### config.mk
export PLATFORM = sky130hd
export DESIGN_NAME = div_unit_flat
export DESIGN_NICKNAME = d
export VERILOG_FILES = /design/src/rtl/div_pkg.sv /design/src/rtl/div_unit_if.sv /design/src/rtl/div_step.sv /design/src/rtl/div_unit.sv /design/src/flat_wrapper.sv
export SDC_FILE = /design/constraint.sdc
export NUM_CORES = 1
export LEC_CHECK = 0
export CAP_MARGIN = 20
export CORE_ASPECT_RATIO = 0.6
export CORE_UTILIZATION = 40
export DETAILED_ROUTE_END_ITERATION = 8
export PLACE_DENSITY = 0.64
export SLEW_MARGIN = 10
export SYNTH_ARGS = -nofsm -noshare
export SYNTH_HDL_FRONTEND = slang
export SYNTH_SLANG_ARGS = --single-unit
### constraint.sdc
create_clock -name i_clk -period 14.43 [get_ports i_clk]
set_input_delay 2.886 -clock i_clk [delete_from_list [all_inputs] [get_ports i_clk]]
set_output_delay 2.886 -clock i_clk [all_outputs]
set_load 0.03 [all_outputs]
### src/rtl/div_pkg.sv
// Shared types and constants for the iterative RV32M divide/remainder unit.
package div_pkg;

    localparam int DIV_DATA_W = 32;
    localparam int DIV_CNT_W  = $clog2(DIV_DATA_W);

    typedef enum logic [1:0] {
        OP_DIV  = 2'b00,
        OP_DIVU = 2'b01,
        OP_REM  = 2'b10,
        OP_REMU = 2'b11
    } div_op_e;

    typedef enum logic [1:0] {
        S_IDLE = 2'b00,
        S_CALC = 2'b01,
        S_FIX  = 2'b10,
        S_DONE = 2'b11
    } div_state_e;

endpackage

### src/rtl/div_unit_if.sv
// Request/result handshake bundle between the execute stage and the divider.
interface div_unit_if #(
    parameter int DATA_WIDTH = 32,
    parameter int ADDR_WIDTH = 5
);
    logic                  i_flush;
    logic                  i_valid;
    logic                  o_ready;
    logic [1:0]            i_op;
    logic [DATA_WIDTH-1:0] i_rs1_data;
    logic [DATA_WIDTH-1:0] i_rs2_data;
    logic [ADDR_WIDTH-1:0] i_rd_addr;
    logic                  o_valid;
    logic                  i_ready;
    logic [DATA_WIDTH-1:0] o_result;
    logic [ADDR_WIDTH-1:0] o_rd_addr;
    logic                  o_busy;

    modport slave (
        input  i_flush, i_valid, i_op, i_rs1_data, i_rs2_data, i_rd_addr, i_ready,
        output o_ready, o_valid, o_result, o_rd_addr, o_busy
    );

    modport master (
        output i_flush, i_valid, i_op, i_rs1_data, i_rs2_data, i_rd_addr, i_ready,
        input  o_ready, o_valid, o_result, o_rd_addr, o_busy
    );
endinterface

### src/rtl/div_step.sv
// One radix-2 restoring iteration: shift {rem, quo} left and try to subtract the divisor.
module div_step #(
    parameter int DATA_WIDTH = 32
) (
    input  logic [DATA_WIDTH-1:0] rem_i,
    input  logic [DATA_WIDTH-1:0] quo_i,
    input  logic [DATA_WIDTH-1:0] divisor_i,
    output logic [DATA_WIDTH-1:0] rem_o,
    output logic [DATA_WIDTH-1:0] quo_o
);
    localparam int W = DATA_WIDTH;

    // rem < divisor keeps the true difference inside a signed W+1 range
    logic signed [W:0] trial;

    assign trial = signed'({rem_i, quo_i[W-1]} - {1'b0, divisor_i});

    always_comb begin
        if (trial >= 0) begin
            rem_o = trial[W-1:0];
            quo_o = {quo_i[W-2:0], 1'b1};
        end else begin
            rem_o = {rem_i[W-2:0], quo_i[W-1]};
            quo_o = {quo_i[W-2:0], 1'b0};
        end
    end
endmodule

### src/rtl/div_unit.sv
// Iterative RV32M DIV/DIVU/REM/REMU unit: one quotient bit per cycle, sign fix-up
// on magnitudes, divide-by-zero and signed overflow resolved at accept.
module div_unit
    import div_pkg::*;
#(
    parameter int DATA_WIDTH = DIV_DATA_W,
    parameter int ADDR_WIDTH = 5
) (
    input  logic        i_clk,
    input  logic        i_rst,
    div_unit_if.slave   bus
);
    localparam int W     = DATA_WIDTH;
    localparam int CNT_W = $clog2(DATA_WIDTH);
    localparam logic [W-1:0] MIN_NEG = {1'b1, {(W-1){1'b0}}};

    div_state_e            state_q, state_d;
    logic [CNT_W-1:0]      cnt_q, cnt_d;
    logic [W-1:0]          result_q, result_d;
    logic [ADDR_WIDTH-1:0] rd_out_q, rd_out_d;

    logic [W-1:0]          rem_q, rem_d, quo_q, quo_d, dvs_q, dvs_d;
    logic [ADDR_WIDTH-1:0] rd_q, rd_d;
    div_op_e               op_q, op_d;
    logic                  qneg_q, qneg_d, rneg_q, rneg_d;

    logic [W-1:0]          step_rem, step_quo;

    div_op_e               op_in;
    logic                  signed_in, rem_sel_in, s1_in, s2_in, zero_in, ovf_in;
    logic [W-1:0]          special_in;

    function automatic logic [W-1:0] negate_if(input logic signed [W-1:0] v, input logic neg);
        logic signed [W-1:0] neg_v;
        neg_v = -v;
        return neg ? $unsigned(neg_v) : $unsigned(v);
    endfunction

    div_step #(.DATA_WIDTH(W)) u_step (
        .rem_i     (rem_q),
        .quo_i     (quo_q),
        .divisor_i (dvs_q),
        .rem_o     (step_rem),
        .quo_o     (step_quo)
    );

    // Accept-time decode of the incoming request
    always_comb begin
        op_in      = div_op_e'(bus.i_op);
        signed_in  = (op_in == OP_DIV) || (op_in == OP_REM);
        rem_sel_in = (op_in == OP_REM) || (op_in == OP_REMU);
        s1_in      = signed_in && bus.i_rs1_data[W-1];
        s2_in      = signed_in && bus.i_rs2_data[W-1];
        zero_in    = (bus.i_rs2_data == '0);
        ovf_in     = signed_in && (bus.i_rs1_data == MIN_NEG) && (bus.i_rs2_data == '1);
        if (zero_in) begin
            special_in = rem_sel_in ? bus.i_rs1_data : '1;
        end else begin
            special_in = rem_sel_in ? '0 : MIN_NEG;
        end
    end

    always_comb begin
        state_d  = state_q;
        cnt_d    = cnt_q;
        result_d = result_q;
        rd_out_d = rd_out_q;
        rem_d    = rem_q;
        quo_d    = quo_q;
        dvs_d    = dvs_q;
        rd_d     = rd_q;
        op_d     = op_q;
        qneg_d   = qneg_q;
        rneg_d   = rneg_q;

        case (state_q)
            S_IDLE: begin
                if (bus.i_valid && !bus.i_flush) begin
                    op_d = op_in;
                    rd_d = bus.i_rd_addr;
                    if (zero_in || ovf_in) begin
                        result_d = special_in;
                        rd_out_d = bus.i_rd_addr;
                        state_d  = S_DONE;
                    end else begin
                        rem_d   = '0;
                        quo_d   = negate_if(bus.i_rs1_data, s1_in);
                        dvs_d   = negate_if(bus.i_rs2_data, s2_in);
                        qneg_d  = s1_in ^ s2_in;
                        rneg_d  = s1_in;
                        cnt_d   = CNT_W'(W - 1);
                        state_d = S_CALC;
                    end
                end
            end
            // One quotient bit per edge
            S_CALC: begin
                rem_d = step_rem;
                quo_d = step_quo;
                if (cnt_q == '0) begin
                    state_d = S_FIX;
                end else begin
                    cnt_d = cnt_q - 1'b1;
                end
            end
            // Sign correction and result selection
            S_FIX: begin
                if ((op_q == OP_REM) || (op_q == OP_REMU)) begin
                    result_d = negate_if(rem_q, rneg_q);
                end else begin
                    result_d = negate_if(quo_q, qneg_q);
                end
                rd_out_d = rd_q;
                state_d  = S_DONE;
            end
            S_DONE: begin
                if (bus.i_ready) begin
                    state_d = S_IDLE;
                end
            end
            default: state_d = S_IDLE;
        endcase

        if (bus.i_flush && (state_q != S_IDLE)) begin
            state_d = S_IDLE;
        end
    end

    always_ff @(posedge i_clk) begin
        if (i_rst) begin
            state_q  <= S_IDLE;
            cnt_q    <= '0;
            result_q <= '0;
            rd_out_q <= '0;
        end else begin
            state_q  <= state_d;
            cnt_q    <= cnt_d;
            result_q <= result_d;
            rd_out_q <= rd_out_d;
        end
    end

    // Working datapath needs no reset: it is always loaded at accept
    always_ff @(posedge i_clk) begin
        rem_q  <= rem_d;
        quo_q  <= quo_d;
        dvs_q  <= dvs_d;
        rd_q   <= rd_d;
        op_q   <= op_d;
        qneg_q <= qneg_d;
        rneg_q <= rneg_d;
    end

    assign bus.o_ready   = (state_q == S_IDLE);
    assign bus.o_busy    = (state_q != S_IDLE);
    assign bus.o_valid   = (state_q == S_DONE);
    assign bus.o_result  = result_q;
    assign bus.o_rd_addr = rd_out_q;
endmodule

### src/flat_wrapper.sv
// flat-port wrapper written by rule: the top's interface ports become plain ports
module div_unit_flat import div_pkg::*;
#(
    parameter int DATA_WIDTH = DIV_DATA_W,
    parameter int ADDR_WIDTH = 5
)
  (i_clk, i_rst, bus_i_flush, bus_i_valid, bus_i_op, bus_i_rs1_data, bus_i_rs2_data, bus_i_rd_addr, bus_i_ready, bus_o_ready, bus_o_valid, bus_o_result, bus_o_rd_addr, bus_o_busy);
  div_unit_if #(.DATA_WIDTH(DATA_WIDTH), .ADDR_WIDTH(ADDR_WIDTH)) bus_i ();
  input  logic i_clk;
  input  logic i_rst;
  input wire logic [$bits(bus_i.i_flush)-1:0] bus_i_flush;
  input wire logic [$bits(bus_i.i_valid)-1:0] bus_i_valid;
  input wire logic [$bits(bus_i.i_op)-1:0] bus_i_op;
  input wire logic [$bits(bus_i.i_rs1_data)-1:0] bus_i_rs1_data;
  input wire logic [$bits(bus_i.i_rs2_data)-1:0] bus_i_rs2_data;
  input wire logic [$bits(bus_i.i_rd_addr)-1:0] bus_i_rd_addr;
  input wire logic [$bits(bus_i.i_ready)-1:0] bus_i_ready;
  output wire logic [$bits(bus_i.o_ready)-1:0] bus_o_ready;
  output wire logic [$bits(bus_i.o_valid)-1:0] bus_o_valid;
  output wire logic [$bits(bus_i.o_result)-1:0] bus_o_result;
  output wire logic [$bits(bus_i.o_rd_addr)-1:0] bus_o_rd_addr;
  output wire logic [$bits(bus_i.o_busy)-1:0] bus_o_busy;
  assign bus_i.i_flush = bus_i_flush;
  assign bus_i.i_valid = bus_i_valid;
  assign bus_i.i_op = bus_i_op;
  assign bus_i.i_rs1_data = bus_i_rs1_data;
  assign bus_i.i_rs2_data = bus_i_rs2_data;
  assign bus_i.i_rd_addr = bus_i_rd_addr;
  assign bus_i.i_ready = bus_i_ready;
  assign bus_o_ready = bus_i.o_ready;
  assign bus_o_valid = bus_i.o_valid;
  assign bus_o_result = bus_i.o_result;
  assign bus_o_rd_addr = bus_i.o_rd_addr;
  assign bus_o_busy = bus_i.o_busy;
  div_unit #(.DATA_WIDTH(DATA_WIDTH), .ADDR_WIDTH(ADDR_WIDTH)) u_core (.i_clk(i_clk), .i_rst(i_rst), .bus(bus_i));
endmodule
==> metrics.yaml, run 1 <==
clock_tree:
  cts_max_level: 4
  post_cts_resized: 0
  hold_buffers: 0
  clockRootBuffer: "clkbuf_16"
  postCtsSetupRepairBufs: 0
  cts_made_buffers: 17
  clkTransAtPathRegs_ns: 0.06
  cts_tree: "done"
  clk_latency_ns: 0.44
  clockBufferDepth: 2
  clock_sinks: 148
critical_path:
  end_kind: "register"
  arrival_ns: 7.39
  r2r_start: "u_core.quo_q[31]$_DFFE_PP_"
  startpoint: "bus_i_rs2_data[0]"
  critPathKind: "in -> reg"
  cp_max_fo: 14
  worst_path_max_delay_cell: "nor2_1"
  path_cells: "clkdlybuf4s50_1 -> inv_1 -> ha_1 -> or3b_2 -> or4_1 -> nor3_1 -> nand2_1 -> nor2_1 -> o21ai_0 -> a21oi_1 -> o21ai_0 -> a21oi_1"
  crit_required_ns: 14.80
  start_kind: "input pin"
  cpPeakStageDelay_ns: 0.84
cells_and_area:
  multi_input_area_mm2: 0.00649
  area_growth_pct: 18.0
  layout_common_cells: "nand2_1 (122), nor2_1 (118), clkdlybuf4s50_1 (115)"
  final_common_cell: "nand2_1"
  nets: 1472
  nFillCells: 2581
  num_antenna_cells: 0
  final_area_mm2: 0.0130
  ff_latch_area_mm2: 0.00400
  post-route-util: 0.485
  drive_gt1_frac: 0.0476
grt:
  grt_max_degree: 81
  grt_pass1_vias: 9292
  antenna_found_initial: 0
  grt_pass1_wl_mm: 51.1
  grt-ovfl-total: 0
  grtUsageTotal: 0.232
floorplanning:
  die_area_mm2: 0.0281
  die_h_um: 130
  ios: 116
  die_width_um: 216
  core_area_mm2: 0.0267
  rows: 46
  start_util: 0.411
synthesis:
  yosys_warnings: 0
  synthTopCellsByArea: "edfxtp_1 (28%), dfxtp_1 (8.0%), xnor2_1 (6.2%), xor2_1 (5.3%), ha_1 (4.9%)"
  ys_ff_latch: 148
  yosysSeqAreaShare: 0.365
  postSynthAreaPerCell_um2: 8.59
  syn_inst: 1278
  netlist_area_mm2: 0.0110
  synth_edf_count: 104
  yosysTopAreaCellShare: 0.284
  ys_types: 68
  synth_ff_type: "edfxtp_1"
  synth_top_area_cell: "edfxtp_1"
  synthesis.nets: 1398
  async_flop_share: 0
placement:
  hpwlAfterDp_mm: 24.0
  gp_congestion: 0.939
  place_area_mm2: 0.0124
  numPortBuffers: 115
  pre_cts_ws_ns: 7.07
timing:
  final.setup.tns_ns: 0
  timing.slew.headroom: 0.276
  post-route-period-util: 0.487
  min_period_ns: 7.03
  worstMarginPinSlew_ns: 1.09
  fin_skew_ns: 0.00620
  hold_viol: 0
  final.setup.worst_slack_ns: 7.40
  fmax_mhz: 142
  finalSetupViolations: 0
  drv_slew: 0
  rsz0062_at_grt: "no"
route:
  wl_per_cell_um: 18.6
  vias_per_cell: 5.74
  vias: 9904
  drt_iter0_markers: 970
  ant_nets: 0
  drc: 0
  drtPass1Iterations: 6
  drt-total-wl_mm: 32.1
worst_hold_path:
  hp-class: "reg -> reg"
  hold_start: "u_core.bus.o_result[23]$_SDFFE_PP0P_"
pwr:
  power_density_mw_per_mm2: 131
  ir_drop_mv: 0.106
  finalPower_mw: 1.70
  leakage_nw: 4.59
outcome:
  outcome: "complete, no violations"
run:
  drv_cap: 0
-- per-layer routing --
| layer | global-route usage | vias to the layer above | part of all wire |
|---|---|---|---|
| met5 | 0 | - | 0 |
| met4 | 0.0617 | 0 | 0.017 |
| li1 | - | 4820 | - |
| met3 | 0.0436 | 36 | 0.067 |
| met2 | 0.333 | 316 | 0.41 |
| met1 | 0.352 | 4732 | 0.51 |
-- flip-flops by register name (all words and copies together), names as in the netlist --
register / count
u_core.cnt_q: 5
u_core.rem_q: 32
u_core.bus.o_result: 32
u_core.dvs_q: 32
u_core.bus.o_rd_addr: 5
u_core.qneg_q: 1
u_core.quo_q: 32
u_core.state_q: 2
u_core.rd_q: 5
u_core.op_q: 1
u_core.rneg_q: 1
-- cells by family (layout without fill, tap and decap cells) --
family	Yosys count	in the layout	share of synthesized area
adder cells (fa/ha/maj)	44	44	0.0508
buffers and inverters	134	221	0.0481
multiplexers	32	32	0.0292
AND/OR/NAND/NOR	417	417	0.182
XOR/XNOR	145	145	0.116
AO/OA/AOI/OAI	358	358	0.210
flip-flops	148	148	0.365
-- worst max-delay path, delay by kind of cell --
| kind | cells | cell delay (ns) |
|---|---|---|
| AOI/OAI and AO/OA | 4 | 0.68 |
| buffers and inverters | 2 | 0.58 |
| and+or+nand+nor | 5 | 3.07 |
| adders and majority gates | 1 | 0.16 |
-- through the flow --
| step | hold slack, ns | cells |
|---|---|---|
| 6_report | 0.465 | 1725 |
| 2_1_floorplan | 0.450 | 1278 |
| 5_1_grt | 0.477 | 1725 |
| 4_1_cts | 0.454 | 1725 |
| 3_5_place_dp | 0.446 | 1693 |
| 3_3_place_gp | 0.445 | 1693 |
-- cell type report --
type,count,share of cell area
timing repair buffer,123,0.0935
sequential,148,0.309
multi-input combinational,996,0.501
clock buffer,20,0.0370
tap,360,0.0348
clock inverter,12,0.00560
inverter,66,0.0191
-- power breakdown --
part | leakage [nW] | switching, mW | total (mW) | internal (mW)
Sequential | 1.34 | 0.0777 | 0.625 | 0.547
Combinational | 2.96 | 0.388 | 0.649 | 0.261
Clock | 0.283 | 0.187 | 0.426 | 0.239
-- final timing paths --
kind / endpoint / slack (ns) / cells past startpoint
worst min-delay path: u_core.bus.o_result[23]$_SDFFE_PP0P_ / 0.46 / 2
worst max-delay path: u_core.bus.o_result[21]$_SDFFE_PP0P_ / 7.40 / 12
worst min register to register: u_core.bus.o_result[23]$_SDFFE_PP0P_ / 0.46 / 2
worst max register to register: u_core.rem_q[21]$_SDFFCE_PN0P_ / 9.99 / 13
-- synth_stat cells (all sizes together) (9+ instances only) --
cell type and n:
a211oi 31, a21o 12, a21oi 88, and2 10, and3 10, buf 13
clkbuf 55, dfxtp 44, edfxtp 104, ha 43, inv 65, mux2i 32
nand2 122, nand2b 10, nand3 20, nand4 13, nor2 119, nor2b 9
nor3 39, nor4 12, o211ai 12, o21ai 101, o22ai 14, o31ai 35
o41ai 14, or2 10, or3 9, or4 21, xnor2 78, xor2 67
(Power assumes the default switching activity.)
==> run 2, diff against run 1 <==
PLACE_DENSITY = 0.66   (was 0.64)
clock period = 6.4 ns   (was 14.43 ns; I/O delays follow)
==> metrics.yaml, run 2 (synthesis gave the netlist of run 1 again) <==
pwr:
  switchingPower_mw: 1.47  # +130%
  p_comb_frac: 0.384  # +0.002
  switching_share: 0.381  # -0.00326
  clkPwrFrac: 0.252  # +0.002
  power_density_mw_per_mm2: 297  # +130%
  seqPwrFrac: 0.363  # -0.005
  intPower_mw: 2.39  # +130%
  finalPower_mw: 3.87  # +130%
  ir_drop_mv: 0.206  # +95%
  leakage_nw: 4.60  # +0.25%
clock_tree:
  clkTransAtPathRegs_ns: 0.06  # about the same
  cts_made_buffers: 17  # unchanged
  hold_buffers: 0  # unchanged
  clockRootBuffer: "clkbuf_16"
  clockBufferDepth: 2  # unchanged
  clock_sinks: 148  # unchanged
  cts_tree: "done"
  clk_latency_ns: 0.43  # about the same
  cts_max_level: 4  # unchanged
  post_cts_resized: 0  # unchanged
  postCtsSetupRepairBufs: 0  # unchanged
critical_path:
  cp_max_fo: 14  # unchanged
  r2r_start: "u_core.quo_q[31]$_DFFE_PP_"
  start_kind: "input pin"
  end_kind: "register"
  cpPeakStageDelay_ns: 0.71  # -0.13 ns
  critPathKind: "in -> reg"
  crit_family: "simple AND/OR/NAND/NOR gates"
  path_cells: "clkdlybuf4s50_1 -> inv_1 -> ha_1 -> or3b_2 -> or4_1 -> nor3_1 -> buf_4 -> nand2_1 -> buf_4 -> nor2_1 -> o21ai_0 -> a21oi_1 -> o21ai_0 -> a21oi_1"
  arrival_ns: 5.23  # -2.16 ns
  worst_path_max_delay_cell: "nor2_1"
  path_buf_inv: 4  # +2
  startpoint: "bus_i_rs2_data[0]"
  crit_required_ns: 6.77  # -8.03 ns
timing:
  min_period_ns: 4.86
  final.setup.tns_ns: 0  # unchanged
  worstMarginPinSlew_ns: 1.12  # +0.0345 ns
  drv_slew: 0  # unchanged
  final.setup.worst_slack_ns: 1.54  # -5.87 ns
  rsz0062_at_grt: "no"
  fmax_mhz: 206
  hold_viol: 0  # unchanged
  fin_skew_ns: 0.00689  # +0.000690 ns
  finalSetupViolations: 0  # unchanged
  timing.slew.headroom: 0.253  # -0.0230
  post-route-period-util: 0.760
  holdWs_ns: 0.459  # -0.00623 ns
grt:
  grt_pass1_wl_mm: 50.8  # -0.49%
  antenna_found_initial: 0  # unchanged
  grtUsageTotal: 0.232  # about the same
  grt_max_degree: 51  # -37%
  grt_pass1_vias: 9153  # -1.5%
  grt-ovfl-total: 0  # unchanged
placement:
  pre_cts_ws_ns: 1.18  # -5.89 ns
  place_area_mm2: 0.0125  # +0.42%
  gp_congestion: 0.913  # -2.8%
  hpwlAfterDp_mm: 24.3  # +1.2%
  numPortBuffers: 115  # unchanged
  dp_cells: 1700  # +0.41%
cells_and_area:
  nets: 1479  # +0.48%
  layout_common_cells: "nand2_1 (122), nor2_1 (118), clkdlybuf4s50_1 (115)"
  drive_gt1_frac: 0.0488  # +0.00121
  post-route-util: 0.487  # +0.00187
  final_area_mm2: 0.0130  # +0.39%
  layout.cells.non_filler: 1732  # +0.41%
  area_growth_pct: 18.5
  num_antenna_cells: 0  # unchanged
  nFillCells: 2608  # +1.0%
  final_common_cell: "nand2_1"
route:
  vias_per_cell: 5.82  # +1.4%
  ant_nets: 0  # unchanged
  drtPass1Iterations: 7  # +1
  vias: 10100  # +1.8%
  drc: 0  # unchanged
  wl_per_cell_um: 18.8  # +0.97%
  drt-total-wl_mm: 32.5  # +1.4%
  drt_iter0_markers: 925  # -4.6%
floorplanning:
  die_width_um: 216  # unchanged
  start_util: 0.411  # unchanged
  die_area_mm2: 0.0281  # unchanged
  die_h_um: 130  # unchanged
  ios: 116  # unchanged
  rows: 46  # unchanged
  core_area_mm2: 0.0267  # unchanged
run:
  drv_cap: 0  # unchanged
worst_hold_path:
  hold_start: "u_core.bus.o_result[11]$_SDFFE_PP0P_"
  hp-class: "reg -> reg"
outcome:
  outcome: "complete, no violations"
==> run 2: layer usage <==
layer  part of all wire  global-route usage  up-vias
met2               0.42               0.337      362
met5                  0                   0        -
li1                   -                   -     4839
met3              0.072              0.0492       25
met4              0.010              0.0471        0
met1               0.50               0.350     4854
==> run 2: cell type report <==
type                    count  area (µm²)  share of cell area
repair buffers            130        1260              0.0972
clock buffers              19         433              0.0333
multi-input cells         996        6490               0.499
inverters                  66         248              0.0190
clock inverters            13         116             0.00895
well taps                 360         450              0.0346
flip-flops and latches    148        4000               0.308
==> run 2: worst paths after layout <==
kind / cells past startpoint / end / slack, ns
worst min register to register: 2 / u_core.bus.o_result[11]$_SDFFE_PP0P_ / 0.46
worst min-delay path: 2 / u_core.bus.o_result[11]$_SDFFE_PP0P_ / 0.46
worst max register to register: 13 / u_core.rem_q[3]$_SDFFCE_PN0P_ / 2.09
worst max-delay path: 14 / u_core.bus.o_result[21]$_SDFFE_PP0P_ / 1.54
==> run 2: power groups by stage <==
| stage | Clock, mW | Combinational (mW) | Sequential [mW] |
|---|---|---|---|
| CTS | 0.981 | 1.47 | 1.40 |
| global route | 1.02 | 1.65 | 1.42 |
| global placement | 0 | 1.44 | 1.42 |
| finish | 0.975 | 1.49 | 1.40 |
| floorplan | 0 | 1.09 | 1.37 |
| detailed placement | 0 | 1.46 | 1.42 |
==> run 2: worst register-to-register path, stage by stage (launching register included) <==
cell,delay (ns)
edfxtp_1,0.49
inv_1,0.14
ha_1,0.21
fa_1,0.23
nor2b_1,0.09
o31a_1,0.28
o41ai_1,0.65
a21oi_1,0.31
nor3_1,0.28
o31ai_1,0.17
xor2_4,0.51
buf_4,0.36
mux2i_1,0.27
nor2_1,0.06
==> run 3, diff against run 2 <==
PLACE_DENSITY = 0.64   (was 0.66)
clock period = 4.7 ns   (was 6.4 ns; I/O delays follow)
==> metrics.yaml, run 3 (synthesis gave the netlist of run 1 again) <==
pwr:
  ir_drop_mv: 0.219  # +6.3%
  power_density_mw_per_mm2: 412  # +39%
  leakage_nw: 4.71  # +2.5%
  finalPower_mw: 5.44  # +41%
floorplanning:
  core_area_mm2: 0.0267  # unchanged
  ios: 116  # unchanged
  die_h_um: 130  # unchanged
  rows: 46  # unchanged
  die_area_mm2: 0.0281  # unchanged
  start_util: 0.411  # unchanged
  die_width_um: 216  # unchanged
cells_and_area:
  final_area_mm2: 0.0132  # +1.5%
  layout_common_cells: "nand2_1 (122), nor2_1 (118), clkdlybuf4s50_1 (115)"
  post-route-util: 0.494  # +0.00721
  nFillCells: 2545  # -2.4%
  drive_gt1_frac: 0.0593  # +0.0105
  nets: 1489  # +0.68%
  layout.cells.non_filler: 1742  # +0.58%
  final_common_cell: "nand2_1"
  area_growth_pct: 20.2
  num_antenna_cells: 0  # unchanged
placement:
  dp_cells: 1710  # +0.59%
  numPortBuffers: 115  # unchanged
  hpwlAfterDp_mm: 25.0  # +3.2%
  place_area_mm2: 0.0126  # +0.94%
  pre_cts_ws_ns: 0.321  # -0.856 ns
  gp_congestion: 0.884  # -3.2%
grt:
  grt_pass1_vias: 9211  # +0.63%
  antenna_found_initial: 0  # unchanged
  grt-ovfl-total: 0  # unchanged
  grt_max_degree: 80  # +57%
  grt_pass1_wl_mm: 52.0  # +2.2%
  grtUsageTotal: 0.240  # +0.00752
critical_path:
  cp_max_fo: 16  # +2
  cp-endpoint: "u_core.rem_q[3]$_SDFFCE_PN0P_"
  reg2reg_depth: 14  # +1
  rrSetupSlack_ns: 0.58  # -1.51 ns
  arrival_ns: 4.30  # -0.93 ns
  start_kind: "register"
  r2r_start: "u_core.quo_q[31]$_DFFE_PP_"
  end_kind: "register"
  startpoint: "u_core.quo_q[31]$_DFFE_PP_"
  critPathKind: "reg -> reg"
  crit_required_ns: 4.89  # -1.88 ns
  reg2reg_to: "u_core.rem_q[3]$_SDFFCE_PN0P_"
timing:
  holdWs_ns: 0.458  # -0.000248 ns
  rsz0062_at_grt: "no"
  min_period_ns: 4.12
  post-route-period-util: 0.876
  worstMarginPinSlew_ns: 1.11  # -0.00858 ns
  final.setup.tns_ns: 0  # unchanged
  hold_viol: 0  # unchanged
  timing.slew.headroom: 0.257  # +0.00419
  finalSetupViolations: 0  # unchanged
  drv_slew: 0  # unchanged
  final.setup.worst_slack_ns: 0.585  # -0.953 ns
  fmax_mhz: 243
  fin_skew_ns: 0.00893  # +0.00204 ns
route:
  drt_iter0_markers: 1013  # +9.5%
  ant_nets: 0  # unchanged
  drc: 0  # unchanged
  vias: 10000  # -0.70%
  drtPass1Iterations: 6  # -1
  vias_per_cell: 5.75  # -1.3%
  drt-total-wl_mm: 33.3  # +2.4%
  wl_per_cell_um: 19.1  # +1.8%
run:
  drv_cap: 0  # unchanged
clock_tree:
  cts_made_buffers: 17  # unchanged
  clockBufferDepth: 2  # unchanged
  post_cts_resized: 0  # unchanged
  cts_max_level: 4  # unchanged
  postCtsSetupRepairBufs: 0  # unchanged
  hold_buffers: 0  # unchanged
  cts_tree: "done"
  clockRootBuffer: "clkbuf_16"
  clk_latency_ns: 0.45  # +0.02 ns
  clock_sinks: 148  # unchanged
  clkTransAtPathRegs_ns: 0.07  # about the same
outcome:
  outcome: "complete, no violations"
worst_hold_path:
  hp-class: "reg -> reg"
-- run 3: cell count changes in the layout (fill, tap and decap cells not counted), sizes merged --
| cell | change |
|---|---|
| buf | +10 |
| bufinv | -2 |
| clkbuf | +9 |
| clkinv | -6 |
| clkinvlp | -3 |
| inv | +2 |
-- run 3: worst min path at each step --
stage | depth (start not counted) | slack [ns] | startpoint | end
final | 2 | 0.46 | u_core.bus.o_result[11]$_SDFFE_PP0P_ | u_core.bus.o_result[11]$_SDFFE_PP0P_
after global routing | 2 | 0.48 | u_core.bus.o_result[10]$_SDFFE_PP0P_ | u_core.bus.o_result[10]$_SDFFE_PP0P_
after CTS | 2 | 0.46 | u_core.bus.o_result[11]$_SDFFE_PP0P_ | u_core.bus.o_result[11]$_SDFFE_PP0P_
after detailed placement | 2 | 0.45 | u_core.bus.o_result[11]$_SDFFE_PP0P_ | u_core.bus.o_result[11]$_SDFFE_PP0P_
after global placement | 2 | 0.44 | u_core.bus.o_result[11]$_SDFFE_PP0P_ | u_core.bus.o_result[11]$_SDFFE_PP0P_
after floorplan | 2 | 0.45 | u_core.cnt_q[4]$_SDFFE_PP0P_ | u_core.cnt_q[4]$_SDFFE_PP0P_
-- run 3: area by class of cell --
class | count | area (µm²) | area share
clock buffers | 28 | 602 | 0.0456
clock inverters | 4 | 22.5 | 0.00171
inverters | 66 | 248 | 0.0188
multi-input cells | 996 | 6500 | 0.492
flip-flops and latches | 148 | 4000 | 0.303
well taps | 360 | 450 | 0.0341
repair buffers | 140 | 1380 | 0.104
-- run 3: where the power goes --
group	internal, mW	total (mW)	switching [mW]
clock network	0.873	1.46	0.588
logic	0.844	2.06	1.22
registers	1.68	1.91	0.234
-- run 3: metal layers --
layer  part of all wire  GRT usage
met5                  0          0
met1               0.51      0.368
met3              0.070     0.0497
met4              0.015     0.0655
met2               0.40      0.332
-- run 3: worst max-delay path: stages, from the launching register on --
cell	delay, ns
edfxtp_1	0.47
inv_1	0.10
ha_1	0.21
fa_1	0.41
nor2b_1	0.21
o31a_1	0.19
o41ai_1	0.07
buf_4	0.17
a21oi_1	0.36
nor3_1	0.13
o31ai_1	0.52
xor2_4	0.45
buf_12	0.23
mux2i_1	0.25
nor2_1	0.06
